--- config.mk ---
export PLATFORM = sky130hd
export DESIGN_NAME = uart_rx_byte
export DESIGN_NICKNAME = d
export VERILOG_FILES = /design/src/rtl/uart_rx_byte.sv
export SDC_FILE = /design/constraint.sdc
export NUM_CORES = 1
export LEC_CHECK = 0
export CAP_MARGIN = 30
export CORE_MARGIN = 2
export CORE_UTILIZATION = 55
export DETAILED_ROUTE_END_ITERATION = 16
export PLACE_DENSITY = 0.77
export SLEW_MARGIN = 20
export SYNTH_ARGS = -nofsm -noshare
export SYNTH_HDL_FRONTEND = slang
export SYNTH_SLANG_ARGS = --single-unit
--- constraint.sdc ---
create_clock -name clk -period 2.38 [get_ports clk]
set_input_delay 0.238 -clock clk [delete_from_list [all_inputs] [get_ports clk]]
set_output_delay 0.238 -clock clk [all_outputs]
set_load 0.01 [all_outputs]
--- src/rtl/uart_rx_byte.sv ---
// 8N1 UART receiver: synchronises the host line, recovers LSB-first bytes,
// and offers them on a valid/ready handshake with framing/overrun pulses.
module uart_rx_byte #(
  parameter int CLKS_PER_BIT = 868,
  parameter int SYNC_STAGES  = 2
) (
  input  logic       clk,
  input  logic       rst,
  input  logic       uart_txd_in,
  output logic [7:0] data_out,
  output logic       valid,
  input  logic       ready,
  output logic       busy,
  output logic       frame_err,
  output logic       overrun
);

  localparam int CW = $clog2(CLKS_PER_BIT);
  localparam logic [CW-1:0] LAST = CW'(CLKS_PER_BIT - 1);
  localparam logic [CW-1:0] HALF = CW'(CLKS_PER_BIT / 2 - 1);

  typedef enum logic [2:0] {
    IDLE,
    START,
    DATA,
    STOP,
    WAIT_HIGH
  } state_e;

  state_e state_q, state_d;

  logic [SYNC_STAGES-1:0] sync_q;
  logic                   rx_s;
  logic [CW-1:0]          cnt_q, cnt_d;
  logic [2:0]             idx_q, idx_d;
  logic [7:0]             shift_q, shift_d;
  logic [7:0]             data_q, data_d;
  logic                   valid_q, valid_d;
  logic                   ferr_q, ferr_d;
  logic                   ovr_q, ovr_d;
  logic                   complete;

  assign rx_s = sync_q[SYNC_STAGES-1];

  always_ff @(posedge clk) begin
    if (rst) begin
      sync_q  <= '1;
      state_q <= IDLE;
      cnt_q   <= '0;
      idx_q   <= '0;
      shift_q <= '0;
      data_q  <= '0;
      valid_q <= 1'b0;
      ferr_q  <= 1'b0;
      ovr_q   <= 1'b0;
    end else begin
      sync_q  <= {sync_q[SYNC_STAGES-2:0], uart_txd_in};
      state_q <= state_d;
      cnt_q   <= cnt_d;
      idx_q   <= idx_d;
      shift_q <= shift_d;
      data_q  <= data_d;
      valid_q <= valid_d;
      ferr_q  <= ferr_d;
      ovr_q   <= ovr_d;
    end
  end

  always_comb begin
    state_d  = state_q;
    cnt_d    = cnt_q + 1'b1;
    idx_d    = idx_q;
    shift_d  = shift_q;
    complete = 1'b0;
    ferr_d   = 1'b0;
    unique case (state_q)
      IDLE: begin
        cnt_d = '0;
        if (!rx_s) state_d = START;
      end
      START: begin
        // a start bit still low at mid-bit is real; otherwise a glitch
        if (cnt_q == HALF) begin
          cnt_d   = '0;
          idx_d   = '0;
          state_d = rx_s ? IDLE : DATA;
        end
      end
      DATA: begin
        if (cnt_q == LAST) begin
          cnt_d          = '0;
          shift_d[idx_q] = rx_s;
          idx_d          = idx_q + 3'd1;
          if (idx_q == 3'd7) state_d = STOP;
        end
      end
      STOP: begin
        if (cnt_q == LAST) begin
          cnt_d = '0;
          if (rx_s) begin
            complete = 1'b1;
            state_d  = IDLE;
          end else begin
            ferr_d  = 1'b1;
            state_d = WAIT_HIGH;
          end
        end
      end
      WAIT_HIGH: begin
        cnt_d = '0;
        if (rx_s) state_d = IDLE;
      end
      default: begin
        cnt_d   = '0;
        state_d = IDLE;
      end
    endcase
  end

  // a full holding register with no taker drops the new byte
  always_comb begin
    data_d  = data_q;
    valid_d = valid_q;
    ovr_d   = 1'b0;
    if (complete) begin
      if (!valid_q || ready) begin
        data_d  = shift_q;
        valid_d = 1'b1;
      end else begin
        ovr_d = 1'b1;
      end
    end else if (valid_q && ready) begin
      valid_d = 1'b0;
    end
  end

  assign data_out  = data_q;
  assign valid     = valid_q;
  assign busy      = (state_q != IDLE);
  assign frame_err = ferr_q;
  assign overrun   = ovr_q;

endmodule

==> results_dict.tcl <==
set metrics [dict create \
    status "finished, final reports clean" \
    dp_hpwl_microns 2250 \
    wl_microns 3210 \
    place_area_sq_um 1800 \
    fin_skew_ns 0.00779 \
    critPathSlowestCell "or3b_4" \
    clockBufferDepth 2 \
    powerDensity_nw_per_um2 587 \
    fin_crit_ns 2.04 \
    slew_viol_final 0 \
    ioPinCount 16 \
    io_buffers 15 \
    clock_power_share_pct 40.5 \
    period_share_pct 85.5 \
    initial_utilization_pct 58.8 \
    grt_pass1_vias 1270 \
    cts_buffers 5 \
    synth_warnings 0 \
    grt_pass1_wl_microns 5550 \
    seqPwrFrac_pct 56.7 \
    cts_tree "done" \
    critPathRequiredTime_ns 2.60 \
    swShare_pct 19.8 \
    hold_ws_ns 0.423 \
    rr_endpoint "cnt_q[6]" \
    syn_area_sq_um 1640 \
    power.leakage_nw 0.636 \
    insertion_delay_ns 0.34 \
    cpPeakStageDelay_ns 0.43 \
    worstHoldStart "sync_q[0]" \
    worst_ep_arrival_time_ns 2.25 \
    dieArea_sq_um 3430 \
    hp-class "reg -> reg" \
    detail-route-antenna-nets 0 \
    post_cts_buffers 0 \
    max_freq_ghz 0.491 \
    synth_cells 181 \
    r2r-start "cnt_q[2]" \
    whs_path_depth 1 \
    yosysSeqAreaShare_pct 45.3 \
    drive_above_1_share_pct 10.2 \
    setup_violations 0 \
    cts_sinks 37 \
    endpoint_kind "flip-flop" \
    avgSynthCellArea_sq_um 9.04 \
    post-route-drc-count 0 \
    power.switching_w 0.000219 \
    pwr-share-comb_pct 2.8 \
    first_pass_iters 4 \
    syn_to_final_growth_pct 15.1 \
    syn_nets 189 \
    critPathKind "reg -> reg" \
    rows 19 \
    critPathLaunchType "flip-flop" \
    synthFlopType "dfxtp_1" \
    insertedDiodeCount 0 \
    drt_iter0_drc 43 \
    htreeDepth 2 \
    slew_headroom_pct 71.3 \
    utilization_pct 67.7 \
    postCtsHoldBufs 0 \
    place_congestion 0.830 \
    worst_pin_slew_ns 0.429 \
    clockRootBuffer "clkbuf_4" \
    ff2ff_path_depth 5 \
    antenna_found_initial 0 \
    synth_cell_types 39 \
    cts_resized 0 \
    num_vias 1344 \
    rsz0062_at_grt "false" \
    async_reset_ff_share_pct 0 \
    synth_edf_count 0 \
    max_cap_viol_count 0 \
    dieWidth_microns 58.6 \
    instances_no_fill 228 \
    stdcell_area_sq_um 1880 \
    die_h_microns 58.6 \
    dp.cells 220 \
    grtUsageTotal_pct 21.4 \
    layout.nets 204 \
    r2r_setup_slack_ns 0.34 \
    grt_max_degree 30 \
    coreArea_sq_um 2780 \
    p_int_w 0.000887 \
    hold_violations 0 \
    path_cells "or3b_4 -> or3_1 -> a22oi_2 -> or4_1 -> nor2_1" \
    ir_worst_vdd_uv 639 \
    ys_seq_elements 37 \
    worstPathMaxFanout 10 \
    grt_overflow 0 \
    setup_total_negative_slack_ns 0 \
    path_clk_slew_ns 0.11 \
    wire_per_inst_microns 14.1 \
    holdPathEnd "sync_q[1]" \
    viasPerCell 5.89 \
]
## synthesized netlist by cell type (5+ instances only)
cell type	count	area, sq um
nand3_1	9	45.0
mux2i_1	11	110
nand2b_1	5	31.3
nand2_1	5	18.8
a21oi_1	7	35.0
or3_1	5	31.3
nor2_1	31	116
clkbuf_1	7	26.3
dfxtp_1	37	741
nand4_1	7	43.8
## state kept, by name, summed over array words and instances (netlist names)
| register | flops |
|---|---|
| valid | 1 |
| shift_q | 8 |
| idx_q | 3 |
| frame_err | 1 |
| cnt_q | 10 |
| sync_q | 2 |
| data_out | 8 |
| overrun | 1 |
| state_q | 3 |
## power by group through the flow
stage / clock [W] / combinational [W] / sequential [W]
4_1_cts: 0.000456 / 0.0000305 / 0.000627
5_1_grt: 0.000478 / 0.0000344 / 0.000628
3_3_place_gp: 0 / 0.0000295 / 0.000641
2_1_floorplan: 0 / 0.0000233 / 0.000637
6_report: 0.000447 / 0.0000307 / 0.000627
3_5_place_dp: 0 / 0.0000300 / 0.000641
## stage by stage
stage               worst slack [ns]  power [W]
finish                         0.344    0.00111
global route                   0.210    0.00114
CTS                            0.343    0.00111
detailed placement             0.392   0.000672
global placement               0.459   0.000671
floorplan                      0.614   0.000660
## kinds of logic after synthesis
logic type	count (synthesis)	synth area share, %
xor+xnor	8	4.28
compound gates	21	8.87
fa+ha+maj	4	3.06
buf+inv	13	3.52
simple gates	87	28.3
mux	11	6.73
flops	37	45.3
## cell type report
class	count	area (sq um)
Multi-Input combinational cell	131	838
Fill cell	231	898
Timing Repair Buffer	17	165
Clock buffer	7	55.1
Tap cell	31	38.8
Inverter	4	15.0
Clock inverter	1	30.0
Sequential cell	37	741
## layout by cell type, fill, tap and decap left out, types with 2 or more instances in the layout
master / netlist / routed
a21bo_2: 3 / 3
a21oi_1: 7 / 7
a22oi_1: 3 / 3
and2_1: 2 / 2
buf_4: 0 / 2
clkbuf_4: 0 / 5
clkdlybuf4s50_1: 0 / 15
dfxtp_1: 37 / 37
ha_1: 4 / 4
inv_1: 4 / 4
mux2i_1: 11 / 11
nand2_1: 5 / 5
nand2b_1: 5 / 5
nand3_1: 9 / 9
nand4_1: 7 / 7
nor2_1: 31 / 31
nor2b_1: 2 / 2
nor3_1: 4 / 4
nor4_1: 4 / 4
o21ai_0: 4 / 4
or2_2: 2 / 2
or3_1: 5 / 5
xnor2_1: 4 / 4
xor2_1: 4 / 4
## metal layers
layer | up-vias | GRT usage, % | share of wire [%]
met4 | 0 | 11.3 | 1.2
met3 | 5 | 5.93 | 5.5
met1 | 638 | 26.6 | 46
li1 | 661 | - | -
met2 | 40 | 33.5 | 47
met5 | - | 0 | 0
## worst max path at each step
| stage | depth (start not counted) | from | end |
|---|---|---|---|
| after global placement | 5 | cnt_q[2] | cnt_q[6] |
| after global routing | 5 | cnt_q[2] | cnt_q[3] |
| after detailed placement | 5 | cnt_q[8] | cnt_q[4] |
| after CTS | 5 | cnt_q[2] | cnt_q[6] |
| after floorplan | 6 | cnt_q[2] | cnt_q[9] |
| final | 5 | cnt_q[2] | cnt_q[6] |
## critical path: cells and delay by family (launching register included)
| family | cells | cell delay, ns |
|---|---|---|
| simple gates | 4 | 1.28 |
| flops | 1 | 0.39 |
| compound gates | 1 | 0.25 |
Power figures use the tool's default switching activity.
